==> src/rtl/plan_cmd_sequencer.sv <==
// plan_cmd_sequencer: buffers compact move commands and expands them into
// per-cycle one-hot direction strobes for the grid planner.
//
// Ports:
//   clk, rst_n                  clock, async active-low reset
//   cmd_valid/cmd_ready         command push handshake (ready = FIFO not full)
//   cmd_agent[1:0]              0 robot, 1 obs1, 2 obs2, 3 end-of-init marker
//   cmd_dir[1:0]                0 up, 1 down, 2 left, 3 right
//   cmd_rep[CNT_W-1:0]          strobe length minus one
//   robot_*/obs1_*/obs2_*       registered one-hot direction strobes
//   end_init                    level, set once the marker executes
//   robot_sel                   level, high alongside robot strobes
//   busy                        FIFO non-empty or a command executing
//   err_order                   sticky illegal-ordering flag
module plan_cmd_sequencer #(
    parameter int DEPTH = 8,
    parameter int CNT_W = 3
) (
    input  logic             clk,
    input  logic             rst_n,
    input  logic             cmd_valid,
    output logic             cmd_ready,
    input  logic [1:0]       cmd_agent,
    input  logic [1:0]       cmd_dir,
    input  logic [CNT_W-1:0] cmd_rep,
    output logic             robot_up,
    output logic             robot_down,
    output logic             robot_left,
    output logic             robot_right,
    output logic             obs1_up,
    output logic             obs1_down,
    output logic             obs1_left,
    output logic             obs1_right,
    output logic             obs2_up,
    output logic             obs2_down,
    output logic             obs2_left,
    output logic             obs2_right,
    output logic             end_init,
    output logic             robot_sel,
    output logic             busy,
    output logic             err_order
);

    localparam int AW = $clog2(DEPTH);
    localparam int EW = 4 + CNT_W;
    localparam logic [AW:0] PTR_ONE = 1;
    localparam logic [CNT_W-1:0] CNT_ONE = 1;

    typedef enum logic {S_IDLE, S_EXEC} state_t;
    typedef enum logic {P_INIT, P_RUN} phase_t;

    // ------------------------------------------------------------
    // Command FIFO
    // ------------------------------------------------------------
    logic [EW-1:0] mem [DEPTH];
    logic [AW:0]   wr_ptr;
    logic [AW:0]   rd_ptr;
    logic          full;
    logic          empty;
    logic          push;
    logic          pop;

    logic [EW-1:0]    head;
    logic [1:0]       h_agent;
    logic [1:0]       h_dir;
    logic [CNT_W-1:0] h_rep;

    assign empty = (wr_ptr == rd_ptr);
    assign full  = (wr_ptr[AW] != rd_ptr[AW]) &&
                   (wr_ptr[AW-1:0] == rd_ptr[AW-1:0]);

    // Full blocks the push even if the executor frees a slot this cycle.
    assign cmd_ready = !full;
    assign push      = cmd_valid && !full;

    always_ff @(posedge clk) begin
        if (push) begin
            mem[wr_ptr[AW-1:0]] <= {cmd_agent, cmd_dir, cmd_rep};
        end
    end

    always_ff @(posedge clk or negedge rst_n) begin
        if (!rst_n) begin
            wr_ptr <= '0;
            rd_ptr <= '0;
        end else begin
            if (push) begin
                wr_ptr <= wr_ptr + PTR_ONE;
            end
            if (pop) begin
                rd_ptr <= rd_ptr + PTR_ONE;
            end
        end
    end

    assign head    = mem[rd_ptr[AW-1:0]];
    assign h_agent = head[EW-1 -: 2];
    assign h_dir   = head[CNT_W +: 2];
    assign h_rep   = head[CNT_W-1:0];

    // ------------------------------------------------------------
    // Sequencer FSM
    // ------------------------------------------------------------
    state_t           state_q;
    state_t           state_d;
    phase_t           phase_q;
    phase_t           phase_d;
    logic [CNT_W-1:0] cnt_q;
    logic [CNT_W-1:0] cnt_d;
    logic [1:0]       agent_q;
    logic [1:0]       agent_d;
    logic [1:0]       dir_q;
    logic [1:0]       dir_d;
    logic             end_init_q;
    logic             end_init_d;
    logic             err_q;
    logic             err_d;

    logic             can_take;
    logic             in_init;
    logic             h_marker;
    logic             h_robot;
    logic             c_mark_ok;
    logic             c_mark_bad;
    logic             c_robot_bad;
    logic             c_move;

    assign in_init  = (phase_q == P_INIT);
    assign h_marker = (h_agent == 2'd3);
    assign h_robot  = (h_agent == 2'd0);

    // Mutually exclusive classification of the FIFO head.
    assign c_mark_ok   = h_marker && in_init;
    assign c_mark_bad  = h_marker && !in_init;
    assign c_robot_bad = h_robot && in_init;
    assign c_move      = !h_marker && !(h_robot && in_init);

    // The executor accepts a new command when idle or on the final
    // cycle of the current one, so commands chain without a bubble.
    assign can_take = (state_q == S_IDLE) || (cnt_q == '0);

    always_comb begin
        state_d    = state_q;
        phase_d    = phase_q;
        cnt_d      = cnt_q;
        agent_d    = agent_q;
        dir_d      = dir_q;
        end_init_d = end_init_q;
        err_d      = err_q;
        pop        = 1'b0;

        if (state_q == S_EXEC) begin
            if (cnt_q != '0) begin
                cnt_d = cnt_q - CNT_ONE;
            end else begin
                state_d = S_IDLE;
            end
        end

        if (can_take && !empty) begin
            pop     = 1'b1;
            state_d = S_IDLE;
            unique case (1'b1)
                c_mark_ok: begin
                    phase_d    = P_RUN;
                    end_init_d = 1'b1;
                end
                c_mark_bad: begin
                    err_d = 1'b1;
                end
                c_robot_bad: begin
                    err_d = 1'b1;
                end
                c_move: begin
                    state_d = S_EXEC;
                    cnt_d   = h_rep;
                    agent_d = h_agent;
                    dir_d   = h_dir;
                end
                default: begin
                end
            endcase
        end
    end

    always_ff @(posedge clk or negedge rst_n) begin
        if (!rst_n) begin
            state_q    <= S_IDLE;
            phase_q    <= P_INIT;
            cnt_q      <= '0;
            agent_q    <= '0;
            dir_q      <= '0;
            end_init_q <= 1'b0;
            err_q      <= 1'b0;
        end else begin
            state_q    <= state_d;
            phase_q    <= phase_d;
            cnt_q      <= cnt_d;
            agent_q    <= agent_d;
            dir_q      <= dir_d;
            end_init_q <= end_init_d;
            err_q      <= err_d;
        end
    end

    // ------------------------------------------------------------
    // Registered strobes: one cycle behind the executing state.
    // Bit index is {agent, dir}; agent 3 never reaches EXEC.
    // ------------------------------------------------------------
    logic [11:0] strb_d;
    logic [11:0] strb_q;
    logic        sel_d;
    logic        sel_q;

    always_comb begin
        strb_d = '0;
        sel_d  = 1'b0;
        if (state_q == S_EXEC) begin
            strb_d[{agent_q, dir_q}] = 1'b1;
            sel_d = (agent_q == 2'd0);
        end
    end

    always_ff @(posedge clk or negedge rst_n) begin
        if (!rst_n) begin
            strb_q <= '0;
            sel_q  <= 1'b0;
        end else begin
            strb_q <= strb_d;
            sel_q  <= sel_d;
        end
    end

    assign robot_up    = strb_q[0];
    assign robot_down  = strb_q[1];
    assign robot_left  = strb_q[2];
    assign robot_right = strb_q[3];
    assign obs1_up     = strb_q[4];
    assign obs1_down   = strb_q[5];
    assign obs1_left   = strb_q[6];
    assign obs1_right  = strb_q[7];
    assign obs2_up     = strb_q[8];
    assign obs2_down   = strb_q[9];
    assign obs2_left   = strb_q[10];
    assign obs2_right  = strb_q[11];

    assign robot_sel = sel_q;
    assign end_init  = end_init_q;
    assign err_order = err_q;
    assign busy      = !empty || (state_q == S_EXEC);

endmodule
==> config.mk <==
export PLATFORM = sky130hd
export DESIGN_NAME = plan_cmd_sequencer
export DESIGN_NICKNAME = d
export VERILOG_FILES = /design/src/rtl/plan_cmd_sequencer.sv
export SDC_FILE = /design/constraint.sdc
export NUM_CORES = 1
export LEC_CHECK = 0
export CAP_MARGIN = 20
export CELL_PAD_IN_SITES_DETAIL_PLACEMENT = 1
export CELL_PAD_IN_SITES_GLOBAL_PLACEMENT = 1
export CORE_ASPECT_RATIO = 1.1
export CORE_MARGIN = 4
export CORE_UTILIZATION = 38
export CTS_CLUSTER_SIZE = 12
export DETAILED_ROUTE_END_ITERATION = 10
export GPL_ROUTABILITY_DRIVEN = 0
export PLACE_DENSITY = 0.69
export SETUP_SLACK_MARGIN = 0.3
export SLEW_MARGIN = 5
export SYNTH_ARGS = -nofsm -noshare
export SYNTH_HDL_FRONTEND = slang
export SYNTH_SLANG_ARGS = --single-unit
==> constraint.sdc <==
create_clock -name clk -period 2.56 [get_ports clk]
set_input_delay 0.512 -clock clk [delete_from_list [all_inputs] [get_ports clk]]
set_output_delay 0.512 -clock clk [all_outputs]
set_load 0.03 [all_outputs]
* Word level (Yosys, flattened, before mapping)
Memories as Yosys holds them, arrays and structs flattened.
Cells that the tools add are included.
** Storage, ports and cells
- Memories :: 1
- Register bits :: 31
- Input bits :: 10
- Bits in writable memories :: 56
- Output and inout port bits :: 17
** Operators by class
- Reduce and logical (&&, ||, !) cells :: 22
- Add/sub/neg operators :: 3
- Bitwise gates (word level) :: 2
- Multiplexer cells :: 15
- $lt $le $gt $ge :: 2
- Eq/ne operators :: 4
** Memories
- mem :: words 8, bits a word 7, read ports 1, clocked after memory_dff 0, wr ports 1, line 55 : logic [EW-1:0] mem [DEPTH];
** Operators by type and width (number)
- two-way mux 12 bit :: 1
- two-way mux 3 bit :: 4
- two-way mux 1 bit :: 9
- adder 4 x 1 -> 4 bit, second input constant :: 2
- logical AND 1 bit :: 8
- AND reduction 2 bit :: 3
- < comparator 4 x 5 -> 1 bit, second input constant :: 1
- demux 1 bit (select 4 bit) :: 1
- == test 4 bit :: 1
- greater-or-equal comparator 4 x 1 -> 1 bit, second input constant :: 1
- logical NOT 1 bit :: 4
- logical NOT 2 bit :: 2
- == test 3 bit :: 1
- logical NOT 3 bit :: 1
- nonzero test 3 bit :: 1
- subtractor 3 x 1 -> 3 bit, second input constant :: 1
- == test 2 bit, second input constant :: 1
- logical OR 1 bit :: 2
- NOT 1 bit :: 2
- OR reduction 2 bit :: 1
- != test 1 bit :: 1

* Depth between registers and ports, before layout
Gate-level depths: netlist of run 1.
An unclocked memory read counts as a cell.
- Depth after elaboration :: 7
- Gate-level depth with buffers :: 9
- Depth with buffers taken out :: 8

* Worst setup path after synthesis of run 1
Ideal clock, no wire load.
- Kind :: reg-to-reg
- Start point :: register rd_ptr[1]
- End point :: memory mem[0][0] (netlist name), enable pin
- Setup time :: 0.380 ns
- Stages on the path, launching flop included :: 7
- Data arrival time :: 2.063 ns
- Buffers on the path :: 1
- Path slack :: 0.117 ns
- Cells stage by stage :: dfrtp_1 buf_2 xnor2_1 nand4_1 nand2_1 or2_2 nor3_1
** On the way
- Longest elaborated chain between the ends :: 6
** RTL lines
- start, declared :: line 57 : logic [AW:0] rd_ptr;
- start signal, assigned :: line 91 : rd_ptr <= rd_ptr + PTR_ONE;
- == test 3 bit :: line 70 : (wr_ptr[AW-1:0] == rd_ptr[AW-1:0]);
- logical AND 1 bit :: line 69 : assign full = (wr_ptr[AW] != rd_ptr[AW]) &&
- logical NOT 1 bit
- named net cmd_ready :: line 22 : output logic cmd_ready,
- logical AND 1 bit :: line 74 : assign push = cmd_valid && !full;
- two-way mux 1 bit :: line 77 : if (push) begin
- two-way mux 1 bit (not written as such) :: line 78 : mem[wr_ptr[AW-1:0]] <= {cmd_agent, cmd_dir, cmd_rep};
- end, declared :: line 55
The timed path passes the listed nets, and every way through them passes these cells.

* Final worst setup path of run 1
- Start point :: register end_init_q, in the netlist end_init
- End point :: output end_init
** RTL lines
- start, declared :: line 114 : logic end_init_q;
- start signal, assigned :: line 201 : end_init_q <= end_init_d;
- end, declared :: line 38 : output logic end_init,
No word-level cell between the ends.

==> flow_metrics.env, run 1 <==
export IMPL_slew_headroom=0.733
export IMPL_cp_slowest_cell="clkdlybuf4s50_1"
export IMPL_drt_first_pass_iters=4
export IMPL_yosysWarnings=0
export IMPL_cpLargestDelayFamily="buffers and inverters"
export IMPL_dp_hpwl_mm=4.89
export IMPL_drive_gt1_frac=0.282
export IMPL_period_needed_ns=2.18
export IMPL_antenna_found_initial=0
export IMPL_drt_wirelength_per_cell_um=17.5
export IMPL_internal_power_uw=3630
export IMPL_finalHoldViolations=0
export IMPL_start_util=0.392
export IMPL_syn_nets=246
export IMPL_synth_area_leader_cell="edfxtp_1"
export IMPL_final_max_slew_viol_count=0
export IMPL_utilization=0.480
export IMPL_cts_made_buffers=9
export IMPL_grtUsageTotal=0.133
export IMPL_critPathMaxFanout=8
export IMPL_setup_tns_ns=0
export IMPL_setup_slack_ns=0.384
export IMPL_switching_share=0.378
export IMPL_clock_path_buffers=2
export IMPL_synth_area_leaders="edfxtp_1, dfrtp_1, mux4_2, xnor2_1, nor2_1"
export IMPL_crit_chain="clkdlybuf4s50_1"
export IMPL_critPathKind="register to primary output"
export IMPL_insertion_delay_ns=0.35
export IMPL_clock_skew_ns=0.00906
export IMPL_place_ws_ns=0.244
export IMPL_gr_total_overflow=0
export IMPL_critPathMaxStageDelay_ns=0.74
export IMPL_cts_hold_buf=0
export IMPL_cts_sinks=87
export IMPL_clkPwrFrac=0.172
export IMPL_synthArstFlopShare=0.356
export IMPL_critPathArrivalTime_ns=1.66
export IMPL_finalNetCount=301
export IMPL_layout_commonest_cell="edfxtp_1"
export IMPL_critPathLaunchType="register"
export IMPL_drt_initial_drc_count=51
export IMPL_dieArea_um2=11300
export IMPL_drc_errors=0
export IMPL_p_leak_uw=0.00167
export IMPL_holdCritPathClass="register to register"
export IMPL_p_sw_uw=2210
export IMPL_min_period_over_period=0.850
export IMPL_powerDensity_nw_per_um2=1300
export IMPL_path_clk_slew_ns=0.09
export IMPL_areaGrowthSynthToFinish_pct=22.5
export IMPL_port_buffers=26
export IMPL_tightest_slew_ns=0.400
export IMPL_cts_htree_levels=3
export IMPL_combPwrFrac=0.464
export IMPL_yosys_register_bits=87
export IMPL_yosysTopAreaCellShare=0.457
export IMPL_pin_count=27
export IMPL_grt_pass1_wl_mm=11.3
export IMPL_ant_nets=0
export IMPL_seqPwrFrac=0.364
export IMPL_synth_edf_count=56
export IMPL_num_vias=2082
export IMPL_status="finished clean"
export IMPL_setup_viol=0
export IMPL_die_x_um=102
export IMPL_seq_area_frac_synth=0.667
export IMPL_viasPerCell=5.10
export IMPL_endpoint_kind="primary output"
export IMPL_rows=37
export IMPL_antennaDiodeCount=0
export IMPL_dieHeight_um=111
export IMPL_rsz0062_at_grt="false"
export IMPL_fmaxAchievable_ghz=0.460
export IMPL_synthCells=231
export IMPL_maxCapViolCount=0
export IMPL_grt_max_degree=32
export IMPL_synth_area_per_cell_um2=15.9
export IMPL_irDropWorstVdd_uv=516
export IMPL_grt_pass1_vias=2248
export IMPL_clockRootBuffer="clkbuf_8"
export IMPL_core_area_um2=9400
export IMPL_cp_required_ns=2.05
export IMPL_syn_area_um2=3680
export IMPL_final_cell_mix="edfxtp_1, dfrtp_1, buf_4"
export IMPL_wirelength_mm=7.15
export IMPL_p_total_uw=5840
export IMPL_yosysUniqueCellTypes=42
export IMPL_worst_path_buf_inv=1
export IMPL_cts_tree="yes"
export IMPL_synthFlopType="edfxtp_1"
-- registers in the layout, indices dropped and copies added, names as in the netlist --
register,flops
err_order,1
cnt_q,3
wr_ptr,4
agent_q,2
dir_q,2
state_q,1
end_init,1
mem,56
strb_q,12
rd_ptr,4
robot_sel,1
-- metrics by stage --
| step | instances | hold slack, ns | instance area, um2 |
|---|---|---|---|
| finish | 408 | 0.488 | 4510 |
| global route | 408 | 0.516 | 4510 |
| CTS | 396 | 0.497 | 4390 |
| detailed placement | 380 | 0.476 | 4150 |
| global placement | 380 | 0.471 | 4150 |
| floorplan | 231 | 0.216 | 3690 |
-- kinds of logic (layout without fill, tap and decap cells) --
group,Yosys count,count (layout),synth area share
flip-flops,87,87,0.667
AND/OR/NAND/NOR,66,66,0.0927
multiplexers,25,25,0.126
AO/OA/AOI/OAI,23,23,0.0506
buffers and inverters,13,73,0.0177
XOR/XNOR,12,12,0.0285
adder cells (fa/ha/maj),5,5,0.0170
-- layer usage --
layer | GRT usage | vias up | routed length, um | share of wire
met2 | 0.236 | 37 | 3840 | 0.54
met1 | 0.152 | 1060 | 2940 | 0.41
met4 | 0.0464 | 0 | 106 | 0.015
met3 | 0.0327 | 8 | 255 | 0.036
li1 | - | 977 | - | -
met5 | 0 | - | 0 | 0
-- path summary, 6_finish.rpt --
kind / from / endpoint / slack [ns] / cells after the start
hold / removal: err_order / err_order / 0.49 / 1
min in group asynchronous: rst_n / robot_sel / 0.55 / 2
setup reg to reg: rd_ptr[0] / dir_q[1] / 0.44 / 6
max in group asynchronous: rst_n / rd_ptr[1] / 1.70 / 2
setup / recovery: end_init / end_init / 0.38 / 1
hold reg to reg: err_order / err_order / 0.49 / 1
-- repair_timing --
| action | 4_1_cts | 5_1_grt |
|---|---|---|
| buffers inserted | 0 | 12 |
| pin swaps | 0 | 1 |
| endpoints found under the hold margin | 0 | 0 |
| resized for setup | 9 | 8 |
| gates cloned | 0 | 0 |
| endpoints found under the setup margin | 3 | 6 |
-- final cells by class --
| cell class | instances | area, um2 |
|---|---|---|
| Timing Repair Buffer | 52 | 460 |
| Multi-Input combinational cell | 131 | 1210 |
| Sequential cell | 87 | 2460 |
| Tap cell | 117 | 146 |
| Clock inverter | 7 | 87.6 |
| Inverter | 5 | 18.8 |
| Fill cell | 938 | 4890 |
| Clock buffer | 9 | 124 |
-- Yosys cell counts (2+ instances only) --
master and count:
ha_1 5, nor3_1 5, nor2b_1 4, nor3_2 2
mux2i_1 3, a21oi_1 5, clkbuf_1 2, xnor2_1 9
buf_2 4, o21ai_0 5, a21o_1 2, nand2b_1 5
nand3b_1 2, nand4_1 5, xor2_1 3, nor2_1 19
o32ai_1 2, mux4_2 14, nand2_1 13, edfxtp_1 56
inv_1 5, o31ai_1 2, mux2_2 4, and2b_1 2
mux2i_4 2, dfrtp_1 31, nand3_1 3, or3b_2 2
mux2_4 2
-- power groups by stage --
stage | Sequential [uW] | Combinational, uW | Clock (uW)
floorplan | 2150 | 1730 | 0
global placement | 2110 | 2410 | 0
detailed placement | 2130 | 2460 | 0
CTS | 2120 | 2500 | 1040
global route | 2180 | 2970 | 1100
finish | 2130 | 2710 | 1000
Power figures use the tool's default switching activity.
==> run 2: changes to the inputs <==
--- a/config.mk
+++ b/config.mk
@@ -9,9 +9,8 @@
 export CELL_PAD_IN_SITES_DETAIL_PLACEMENT = 1
 export CELL_PAD_IN_SITES_GLOBAL_PLACEMENT = 1
 export CORE_ASPECT_RATIO = 1.1
-export CORE_MARGIN = 4
+export CORE_MARGIN = 2
 export CORE_UTILIZATION = 38
-export CTS_CLUSTER_SIZE = 12
 export DETAILED_ROUTE_END_ITERATION = 10
 export GPL_ROUTABILITY_DRIVEN = 0
 export PLACE_DENSITY = 0.69
==> constraint.sdc (replaced) <==
create_clock -name clk -period 2.1 [get_ports clk]
set_input_delay 0.42 -clock clk [delete_from_list [all_inputs] [get_ports clk]]
set_output_delay 0.42 -clock clk [all_outputs]
set_load 0.03 [all_outputs]
==> flow_metrics.env, run 2 (synthesized netlist as in run 1, its figures left out) <==
export IMPL_fillerInstances=902
export IMPL_critPathMaxStageDelay_ns=0.41
export IMPL_multi_input_area_um2=1350
export IMPL_rrSetupSlack_ns=0.09
export IMPL_final_cell_mix="edfxtp_1, dfrtp_1, buf_4"
export IMPL_reg2reg_from="rd_ptr[0]"
export IMPL_irDropWorstVdd_uv=533
export IMPL_grtUsageTotal=0.160
export IMPL_core_area_um2=9400
export IMPL_dieHeight_um=107
export IMPL_drc_errors=0
export IMPL_cpLargestDelayFamily="simple AND/OR/NAND/NOR gates"
export IMPL_rows=37
export IMPL_fmaxAchievable_ghz=0.493
export IMPL_critPathLaunchType="register"
export IMPL_tightest_slew_ns=0.417
export IMPL_finalNetCount=323
export IMPL_path_clk_slew_ns=0.09
export IMPL_crit_reg2reg_capture="dir_q[1]"
export IMPL_dieArea_um2=10500
export IMPL_dp_hpwl_mm=5.16
export IMPL_clock_path_buffers=2
export IMPL_drt_initial_drc_count=56
export IMPL_p_leak_uw=0.00203
export IMPL_critPathMaxFanout=2
export IMPL_utilization=0.530
export IMPL_dpl_cell_area_um2=4370
export IMPL_final_max_slew_viol_count=0
export IMPL_start_util=0.392
export IMPL_antenna_found_initial=0
export IMPL_crit_chain="buf_6, xnor2_4, nand3_1, or3_1, buf_6"
export IMPL_r2r_cells=6
export IMPL_grt_max_degree=32
export IMPL_largest_reg_flops=56
export IMPL_endpoint_kind="primary output"
export IMPL_maxCapViolCount=0
export IMPL_cp_required_ns=1.68
export IMPL_cp_slowest_cell="dfrtp_1"
export IMPL_fin_cells=430
export IMPL_drt_wirelength_per_cell_um=18.7
export IMPL_rsz0062_at_grt="true"
export IMPL_critPathArrivalTime_ns=1.61
export IMPL_cts_hold_buf=0
export IMPL_p_total_uw=8140
export IMPL_setup_viol=0
export IMPL_layout_commonest_cell="edfxtp_1"
export IMPL_min_period_over_period=0.966
export IMPL_cts_sinks=87
export IMPL_worst_path_buf_inv=2
export IMPL_port_buffers=26
export IMPL_wirelength_mm=8.03
export IMPL_final_seq_area_um2=2460
export IMPL_grt_pass1_wl_mm=12.5
export IMPL_gr_total_overflow=0
export IMPL_insertion_delay_ns=0.36
export IMPL_powerDensity_nw_per_um2=1630
export IMPL_num_vias=2188
export IMPL_holdCritPathClass="primary input to asynchronous set/reset pin"
export IMPL_dp_cells=391
export IMPL_status="finished clean"
export IMPL_die_x_um=97.9
export IMPL_slew_headroom=0.722
export IMPL_cts_made_buffers=9
export IMPL_clockRootBuffer="clkbuf_8"
export IMPL_clock_skew_ns=0.0103
export IMPL_design_area_um2=4980
export IMPL_cts_htree_levels=3
export IMPL_drt_first_pass_iters=4
export IMPL_period_needed_ns=2.03
export IMPL_grt_pass1_vias=2374
export IMPL_antennaDiodeCount=0
export IMPL_path_common_cell="buf_6"
export IMPL_critPathKind="register to primary output"
export IMPL_viasPerCell=5.09
export IMPL_cts_tree="yes"
export IMPL_pin_count=27
export IMPL_ant_nets=0
export IMPL_drive_gt1_frac=0.393
export IMPL_areaGrowthSynthToFinish_pct=35.2
export IMPL_finalHoldViolations=0
run 2: cell types whose count changed in the layout (fill, tap and decap cells not counted), moves of 7 or more:
cell	delta
buf_6	+18
clkdlybuf4s50_1	-14
dlymetal6s2s_1	+12
buf_12	+7
nor2_1	-7
nor2_4	+7
run 2: how the worst max path moves through the flow:
stage               from        end  slack, ns  cells after the start
6_report       rd_ptr[0]       busy       0.07                      5
3_3_place_gp   rd_ptr[0]       busy       0.05                      5
2_1_floorplan  wr_ptr[0]  mem[0][0]      -0.04                      6
5_1_grt        rd_ptr[0]   dir_q[1]    -0.0002                      6
4_1_cts        rd_ptr[0]   dir_q[1]       0.07                      6
3_5_place_dp   rd_ptr[0]   dir_q[0]       0.03                      6
run 2: final cells by class:
cell class / instances / area share
Clock inverter: 6 / 0.0136
Multi-Input combinational cell: 131 / 0.271
Sequential cell: 87 / 0.494
Tap cell: 117 / 0.0294
Clock buffer: 10 / 0.0256
Timing Repair Buffer: 74 / 0.163
Inverter: 5 / 0.00377
run 2: per-layer routing:
| metal | vias to the layer above | share of wire | track usage |
|---|---|---|---|
| met3 | 14 | 0.036 | 0.0357 |
| met1 | 1102 | 0.39 | 0.183 |
| met4 | 0 | 0.018 | 0.0635 |
| met2 | 51 | 0.55 | 0.290 |
| met5 | - | 0 | 0 |
| li1 | 1021 | - | - |
run 2: stage by stage:
step                setup TNS [ns]  hold WS, ns  worst slack [ns]
global route             -0.000204        0.487         -0.000204
finish                           0        0.465            0.0708
floorplan                   -0.450        0.124           -0.0424
CTS                              0        0.450            0.0701
detailed placement               0        0.460            0.0292
global placement                 0        0.459            0.0480
run 2: report_power, final:
part           internal, uW  leakage [uW]  switching (uW)
sequential             2250      0.000890             270
clock                   556     0.0000933             608
combinational          2250       0.00105            2200
run 2: repair_timing:
action | in CTS | in global routing
cloned | 0 | 0
setup endpoints to repair | 72 | 83
pin swaps | 11 | 9
buffers inserted | 13 | 10
gates resized for setup | 28 | 38
